===== src/rtl/instruction_fetch_stage.sv =====
`default_nettype none
// ---------------------------------------------------------------------------
// instruction_fetch_stage : PC ownership, imem addressing and IF/ID register
// Revision 1.0
// ---------------------------------------------------------------------------
module instruction_fetch_stage #(
  parameter logic [31:0] RESET_PC    = 32'h0000_0000,
  parameter int          COUNT_WIDTH = 16
) (
  input  logic                   clock,
  input  logic                   reset,
  output logic [31:0]            imem_address,
  input  logic [31:0]            imem_instruction,
  input  logic                   stall,
  input  logic                   flush,
  input  logic                   redirect,
  input  logic [31:0]            redirect_target,
  input  logic                   halt,
  output logic                   ifid_valid,
  output logic [31:0]            ifid_instruction,
  output logic [31:0]            ifid_pc,
  output logic [31:0]            ifid_pc_plus4,
  output logic                   misaligned,
  output logic                   halted,
  output logic [COUNT_WIDTH-1:0] fetch_count
);

  typedef enum logic [1:0] {
    ST_RUN    = 2'd0,
    ST_HALTED = 2'd1,
    ST_FAULT  = 2'd2
  } state_t;

  state_t      state;
  logic [31:0] pc;
  logic        target_misaligned;

  assign imem_address      = pc;
  assign halted            = (state == ST_HALTED);
  assign target_misaligned = |redirect_target[1:0];

  always_ff @(posedge clock) begin
    if (reset) begin
      state            <= ST_RUN;
      pc               <= RESET_PC;
      ifid_valid       <= 1'b0;
      ifid_instruction <= 32'h0;
      ifid_pc          <= 32'h0;
      ifid_pc_plus4    <= 32'h0;
      misaligned       <= 1'b0;
      fetch_count      <= '0;
    end else begin
      case (state)
        ST_RUN: begin
          if (redirect && target_misaligned) begin
            state      <= ST_FAULT;
            misaligned <= 1'b1;
            ifid_valid <= 1'b0;
          end else if (redirect) begin
            // Wrong-path word in flight is dropped; target fetched next cycle.
            pc               <= redirect_target;
            ifid_valid       <= 1'b0;
            ifid_instruction <= 32'h0;
          end else if (halt) begin
            state      <= ST_HALTED;
            ifid_valid <= 1'b0;
          end else if (flush) begin
            ifid_valid       <= 1'b0;
            ifid_instruction <= 32'h0;
          end else if (!stall) begin
            ifid_instruction <= imem_instruction;
            ifid_pc          <= pc;
            ifid_pc_plus4    <= pc + 32'd4;
            ifid_valid       <= 1'b1;
            pc               <= pc + 32'd4;
            fetch_count      <= fetch_count + COUNT_WIDTH'(1);
          end
        end
        default: begin
          // HALTED and FAULT freeze everything until reset.
          ifid_valid <= 1'b0;
        end
      endcase
    end
  end

endmodule
`default_nettype wire


===== config.mk =====
export PLATFORM = sky130hd
export DESIGN_NAME = instruction_fetch_stage
export DESIGN_NICKNAME = d
export VERILOG_FILES = /design/src/rtl/instruction_fetch_stage.sv
export SDC_FILE = /design/constraint.sdc
export NUM_CORES = 1
export LEC_CHECK = 0
export ABC_AREA = 1
export CAP_MARGIN = 20
export CELL_PAD_IN_SITES_DETAIL_PLACEMENT = 1
export CELL_PAD_IN_SITES_GLOBAL_PLACEMENT = 1
export CORE_MARGIN = 2
export CORE_UTILIZATION = 34
export DETAILED_ROUTE_END_ITERATION = 7
export HOLD_SLACK_MARGIN = 0.05
export PLACE_DENSITY = 0.95
export SLEW_MARGIN = 20
export SYNTH_ARGS = -nofsm -noshare
export SYNTH_HDL_FRONTEND = slang
export SYNTH_SLANG_ARGS = --single-unit

===== constraint.sdc =====
create_clock -name clock -period 3.4 [get_ports clock]
set_input_delay 0.51 -clock clock [delete_from_list [all_inputs] [get_ports clock]]
set_output_delay 0.51 -clock clock [all_outputs]
set_load 0.05 [all_outputs]

* Yosys cells after proc, flatten, opt, wreduce, memory -nomap -nowiden *
Cells that the tools add are included.
W data, S select, Z words.

storage, ports and cells
  register bits after elaboration = 148
  bits of input ports = 70
  output and inout bits = 147
  word-level logic and storage cells = 43

cells by class
  $add $sub $neg = 2
  eq/ne operators = 6
  multiplexer cells = 11
  bitwise operators = 6
  reduce and logical (&&, ||, !) cells = 10

operators by type and width
  operator                 number
  $mux W32                 8
  $add A32 B3 Y32 const B  1
  $add A16 B1 Y16 const B  1
  $mux W2                  3
  $ne A2 B1 Y1 const B     3
  $not A1 Y1               6
  $reduce_and A6 Y1        1
  $reduce_or A6 Y1         1
  $reduce_and A5 Y1        1
  $reduce_and A4 Y1        1
  $ne A3 B1 Y1 const B     1
  $reduce_and A3 Y1        1
  $eq A2 B1 Y1 const B     1
  $logic_not A2 Y1         1
  $ne A2 B2 Y1 const B     1
  $reduce_and A2 Y1        1
  $reduce_bool A2 Y1       1
  $reduce_or A2 Y1         1
  $logic_and A1 B1 Y1      1

* Depth between registers and ports, before layout *
Gate-level depths: netlist of the first run.

  depth in word-level cells = 5
  depth in mapped cells = 11

* Worst setup path before layout of the first run *
Ideal clock, no wire load.

  path kind = register -> register
  from = register pc[3] (netlist: imem_address[3])
  to = register ifid_pc_plus4[24]
  library setup time = 115 ps
  arrival time = 1836 ps
  required time = 3285 ps
  setup slack = 1448 ps
  cell stages (with the launch flop) = 11
  buffers on the path = 0
  clock period less this slack = 1952 ps
  path through = dfxtp_1 -> ha_1 -> nand2_1 -> nor2_1 -> nand2_1 -> nor2_1 -> nand2_1 -> nand2_1 -> nand2_1 -> o21ai_0 -> inv_1

between the ends
  longest elaborated chain between the ends = 1

ends and longest elaborated chain
  what                    RTL line  source
  start, declared         35        logic [31:0] pc;
  start signal, assigned  61        pc <= redirect_target;
  start signal, assigned  75        pc <= pc + 32'd4;
  $add A32 B3 Y32         73        ifid_pc_plus4 <= pc + 32'd4;
  end signal, assigned    73
  end, declared           22        output logic [31:0] ifid_pc_plus4,

Every way passes these cells.
A chain may end at the register's enable or synchronous reset.

* Final worst setup path of the first run *
  from = register pc[25] (netlist: imem_address[25])
  to = output port imem_address[25]

RTL lines
  what           RTL line  source
  end, declared  12        output logic [31:0] imem_address,

No word-level cell between the ends.

==> results_dict.tcl, run 1 <==
set metrics [dict create \
    place.gp.congestion 0.800 \
    path_class "register to output port" \
    drive_gt1_frac 0.0421 \
    cp_cell_sequence "clkdlybuf4s50_1" \
    clock_path_buffers 2 \
    fmax_mhz 422 \
    crit_end "imem_address[25]" \
    grt_use_total 0.236 \
    area_delta_synth_final_pct 45.1 \
    finalSetupViolCount 0 \
    synth_area_per_cell_um2 6.89 \
    critPathBufInv 1 \
    synth_compound_area_frac 0.126 \
    overflow 0 \
    synthMuxAreaShare 0 \
    tritoncts "done" \
    drtIter0Drc 342 \
    final_area_um2 9350 \
    ys_warn_count 0 \
    multi_input_area_um2 3000 \
    hold_depth 2 \
    crit_fanout 7 \
    fin_crit_ns 2.37 \
    rsz0062_at_grt "no" \
    r2r_setup_slack_ns 1.32 \
    cts_root_buf "clkbuf_16" \
    antenna_cells 0 \
    detail-route-antenna-nets 0 \
    dp_cells 1345 \
    die_area_um2 20100 \
    synth_top_family_by_area "simple AND/OR/NAND/NOR gates" \
    yosys.area_share.xor_xnor 0.0258 \
    fin_skew_ns 0.0114 \
    startpoint_type "register" \
    required_ns 2.89 \
    r2r_end "ifid_pc_plus4[20]" \
    grt_max_degree 92 \
    dieHeight_um 142 \
    dpl.hpwl_um 16800 \
    finalSetupTns_ns 0 \
    placed_cell_area_um2 8740 \
    wire_per_inst_um 17.4 \
    slew_headroom 0.398 \
    max_stage_delay_ns 0.89 \
    antenna_found_initial 0 \
    path_clk_slew_ns 0.06 \
    ios 217 \
    clock-sinks 146 \
    reg2regPathDepth 9 \
    holdBufCountCts 0 \
    hold_class "register to register" \
    yosys.area_share.simple 0.310 \
    fin_nets 1202 \
    core_region_area_um2 18600 \
    cp_slowest_cell "clkdlybuf4s50_1" \
    synth_fp_nets 1007 \
    ir_drop_uv 346 \
    start_util 0.346 \
    grt_pass1_vias 7104 \
    first_pass_iters 4 \
    register_area_um2 2920 \
    status "finished, final reports clean" \
    port_buffers 216 \
    power_density_nw_per_um2 461 \
    syn_inst 935 \
    die_x_um 142 \
    slew_viol_final 0 \
    postCtsResizedCells 0 \
    vias 6880 \
    vias_per_cell 5.01 \
    ys_types 28 \
    max_cap_viol_count 0 \
    drc 0 \
    grt_pass1_wl_um 37400 \
    p_leak_nw 3.56 \
    mostFrequentLayoutCells "nand2_1, clkdlybuf4s50_1, dfxtp_1" \
    h-tree-depth 4 \
    yosys.area_share.adder 0.00388 \
    cp.arrival_ns 1.86 \
    path_delay_family "buffers and inverters" \
    period_share 0.696 \
    wl_um 23900 \
    clk-insertion-delay-late_ns 0.42 \
    syn_area_um2 6440 \
    hold_violations 0 \
    r2r-start "imem_address[2]" \
    layout_commonest_cell "nand2_1" \
    final_cells 1373 \
    cts_buffers 17 \
    ys_ff_latch 146 \
    critPathLaunch "imem_address[25]" \
    tightest_slew_ns 0.902 \
    synth_seq_area_share 0.454 \
    post-cts-setup-buffers 0 \
    fill_cells 2340 \
    worstSetupEndpointType "output port" \
    rows 50 \
    hold_ws_ns 0.464 \
    worst-path-stages 1 \
]
==> cells by family (layout without fill, tap and decap cells) <==
logic type / count (synthesis) / after routing
AND/OR/NAND/NOR: 487 / 487
AO/OA/AOI/OAI: 155 / 155
flip-flops: 146 / 146
buffers and inverters: 126 / 330
XOR/XNOR: 19 / 19
adder cells (fa/ha/maj): 2 / 2
==> worst min path at each step <==
stage	startpoint	to
floorplan	state[0]	state[0]
detailed placement	ifid_instruction[23]	ifid_instruction[23]
global route	misaligned	misaligned
finish	ifid_pc_plus4[7]	ifid_pc_plus4[7]
global placement	misaligned	misaligned
CTS	ifid_instruction[9]	ifid_instruction[9]
==> sequential cells by signal, summed over array words and instances (netlist names) <==
| name | cells |
|---|---|
| fetch_count | 16 |
| ifid_instruction | 32 |
| ifid_pc | 32 |
| ifid_pc_plus4 | 30 |
| ifid_valid | 1 |
| imem_address | 32 |
| misaligned | 1 |
| state | 2 |
==> cell usage after synthesis <==
master,count,area share
a21oi_1,106,0.082
a31oi_1,6,0.0058
buf_1,3,0.0017
buf_2,14,0.011
buf_4,4,0.0047
buf_6,2,0.0035
clkbuf_1,24,0.014
dfxtp_1,146,0.45
ha_1,2,0.0039
inv_1,76,0.044
inv_2,3,0.0017
nand2_1,326,0.19
nand2_2,2,0.0019
nand3_1,58,0.045
nand3_4,1,0.0027
nand3b_1,6,0.0070
nand4_1,3,0.0029
nor2_1,74,0.043
nor2_2,3,0.0029
nor2_4,3,0.0052
nor3_1,8,0.0062
nor3b_1,2,0.0023
nor4_1,1,0.00097
o211ai_1,1,0.0012
o21a_1,10,0.012
o21ai_0,32,0.025
xnor2_1,6,0.0082
xor2_1,13,0.018
==> per-layer routing <==
metal / global-route usage / routed length, µm
met5: 0 / 0
met4: 0.0968 / 740
met3: 0.0412 / 937
met2: 0.415 / 12000
met1: 0.285 / 10300
==> per-stage QoR <==
step / util / setup slack, ns / total power [mW]
3_3_place_gp: 0.469 / 0.936 / 2.29
3_5_place_dp: 0.469 / 0.814 / 2.31
6_report: 0.502 / 1.03 / 4.31
5_1_grt: 0.502 / 0.953 / 4.42
2_1_floorplan: - / 1.45 / 2.09
4_1_cts: 0.502 / 1.04 / 4.33
==> report_power, final <==
group	internal [mW]	switching (mW)
combinational	0.176	0.306
clock	1.28	0.754
sequential	1.75	0.0395
total	3.21	1.10
==> area by class of cell <==
type,count,area share
Timing Repair Buffer,223,0.238
Clock inverter,11,0.0202
Sequential cell,146,0.313
Clock buffer,17,0.0455
Multi-Input combinational cell,663,0.321
Inverter,79,0.0317
Tap cell,234,0.0313
No activity file was read; power rests on OpenSTA's default activity.
==> inputs of run 2 (changes only) <==
--- a/config.mk
+++ b/config.mk
@@ -10,10 +10,10 @@
 export CELL_PAD_IN_SITES_DETAIL_PLACEMENT = 1
 export CELL_PAD_IN_SITES_GLOBAL_PLACEMENT = 1
 export CORE_MARGIN = 2
-export CORE_UTILIZATION = 34
+export CORE_UTILIZATION = 29
 export DETAILED_ROUTE_END_ITERATION = 7
 export HOLD_SLACK_MARGIN = 0.05
-export PLACE_DENSITY = 0.95
+export PLACE_DENSITY = 0.88
 export SLEW_MARGIN = 20
 export SYNTH_ARGS = -nofsm -noshare
 export SYNTH_HDL_FRONTEND = slang
==> constraint.sdc (replaced) <==
create_clock -name clock -period 1.9 [get_ports clock]
set_input_delay 0.285 -clock clock [delete_from_list [all_inputs] [get_ports clock]]
set_output_delay 0.285 -clock clock [all_outputs]
set_load 0.05 [all_outputs]
==> run 2 against run 1 <==
  * Hold slack got worse by 0.17 ns
  * Clock skew grew 0.00090 ns
  * Die area grew 17%
  * Cell count up 6.9%
  * Global-route usage decreased by 2.4 points
  * Routed wire length rose by 4.4%
  * Worst setup slack worse by 1.0 ns
  * Critical path type unchanged
  * Highest routed layer unchanged
==> results_dict.tcl, run 2 (synthesized netlist as in run 1, its figures left out) <==
set metrics [dict create \
    status "finished, final reports clean" \
    vias_per_cell 4.80 \
    ir_drop_uv 650 \
    h-tree-depth 4 \
    cp_slowest_cell "clkdlybuf4s50_1" \
    overflow 0 \
    core_region_area_um2 21800 \
    required_ns 1.62 \
    drc 0 \
    p_leak_nw 4.70 \
    critPathBufInv 1 \
    fin_skew_ns 0.0123 \
    dieHeight_um 153 \
    power_density_nw_per_um2 781 \
    grt_max_degree 101 \
    crit_end "ifid_instruction[29]" \
    detail-route-antenna-nets 0 \
    wire_per_inst_um 17.0 \
    holdBufCountCts 0 \
    crit_fanout 2 \
    die_area_um2 23400 \
    grt_pass1_vias 7370 \
    antenna_found_initial 0 \
    hold_depth 4 \
    hold_violations 0 \
    die_x_um 153 \
    worst-path-stages 1 \
    critPathLaunch "ifid_instruction[29]" \
    mostFrequentLayoutCells "nand2_1, dfxtp_1, clkdlybuf4s50_1" \
    drtIter0Drc 264 \
    r2r_end "ifid_pc_plus4[24]" \
    tightest_slew_ns 0.561 \
    max_stage_delay_ns 0.84 \
    max_cap_viol_count 0 \
    drive_gt1_frac 0.129 \
    start_util 0.295 \
    combPwrFrac 0.125 \
    grt_pass1_wl_um 39800 \
    antenna_cells 0 \
    fmax_mhz 535 \
    clock_path_buffers 2 \
    worstSetupEndpointType "output port" \
    clk-insertion-delay-late_ns 0.42 \
    startpoint_type "register" \
    power_mw 7.66 \
    power.share.clock 0.459 \
    tritoncts "done" \
    cts_root_buf "clkbuf_16" \
    r2r-start "imem_address[2]" \
    cp.arrival_ns 1.58 \
    first_pass_iters 4 \
    finalSetupTns_ns 0 \
    final_area_um2 9810 \
    post-cts-setup-buffers 0 \
    rsz0062_at_grt "no" \
    grt_use_total 0.211 \
    period_share 0.984 \
    layout_commonest_cell "nand2_1" \
    placed_cell_area_um2 9110 \
    finalSetupViolCount 0 \
    dpl.hpwl_um 18300 \
    path_class "register to output port" \
    clock-sinks 146 \
    p_seq_frac 0.416 \
    switching_share 0.257 \
    ios 217 \
    fin_nets 1248 \
    reg2regPathDepth 11 \
    intPower_mw 5.69 \
    place.gp.congestion 0.869 \
    cts_buffers 17 \
    p_sw_mw 1.96 \
    path_clk_slew_ns 0.07 \
    path_delay_family "buffers and inverters" \
    wl_um 24900 \
    slew_viol_final 0 \
    final_util 0.449 \
    hold_ws_ns 0.291 \
    cp_cell_sequence "clkdlybuf4s50_1" \
    area_delta_synth_final_pct 52.1 \
    fin_crit_ns 1.87 \
    vias 7053 \
    port_buffers 216 \
    rows 54 \
    r2r_setup_slack_ns 0.15 \
    hold_class "input port to register" \
    slew_headroom 0.625 \
]
## run 2: through the flow
step | worst slack [ns] | instances
final | 0.0307 | 1468
after global routing | 0.000300 | 1468
after CTS | 0.000883 | 1468
after detailed placement | -0.145 | 1437
after global placement | -0.0418 | 1437
after floorplan | 0.0244 | 935
## run 2: final cells by class
class | instances | area, µm²
inverters | 79 | 297
repair buffers | 269 | 2600
flip-flops and latches | 146 | 2930
fillers | 2731 | 12000
multi-input cells | 663 | 3020
clock inverters | 9 | 129
clock buffers | 22 | 484
well taps | 280 | 350
## run 2: power by group through the flow
| stage | Clock, mW | Sequential, mW | Combinational, mW |
|---|---|---|---|
| 6_report | 3.52 | 3.19 | 0.955 |
| 3_3_place_gp | 0 | 3.25 | 0.938 |
| 2_1_floorplan | 0 | 3.46 | 0.278 |
| 4_1_cts | 3.58 | 3.18 | 0.962 |
| 3_5_place_dp | 0 | 3.25 | 0.955 |
| 5_1_grt | 3.72 | 3.19 | 1.02 |
## run 2: how the worst min path moves through the flow
stage                                    start              endpoint  slack (ns)
final                                    reset       imem_address[5]        0.29
after global routing                     reset       fetch_count[14]        0.32
after CTS                                reset       imem_address[5]        0.28
after detailed placement  ifid_instruction[16]  ifid_instruction[16]        0.46
after global placement              misaligned            misaligned        0.44
after floorplan                           halt            ifid_valid        0.36
## run 2: layer usage
layer / up-vias / wire (µm) / track usage
li1: 3436 / - / -
met5: - / 0 / 0
met1: 3414 / 10800 / 0.260
met4: 0 / 762 / 0.0807
met3: 42 / 1040 / 0.0462
met2: 161 / 12400 / 0.361
## run 2: timing repair
action / 4_1_cts / 5_1_grt
pin swaps: 0 / 0
gates resized for setup: 21 / 43
setup endpoints to repair: 21 / 54
gates cloned: 0 / 0
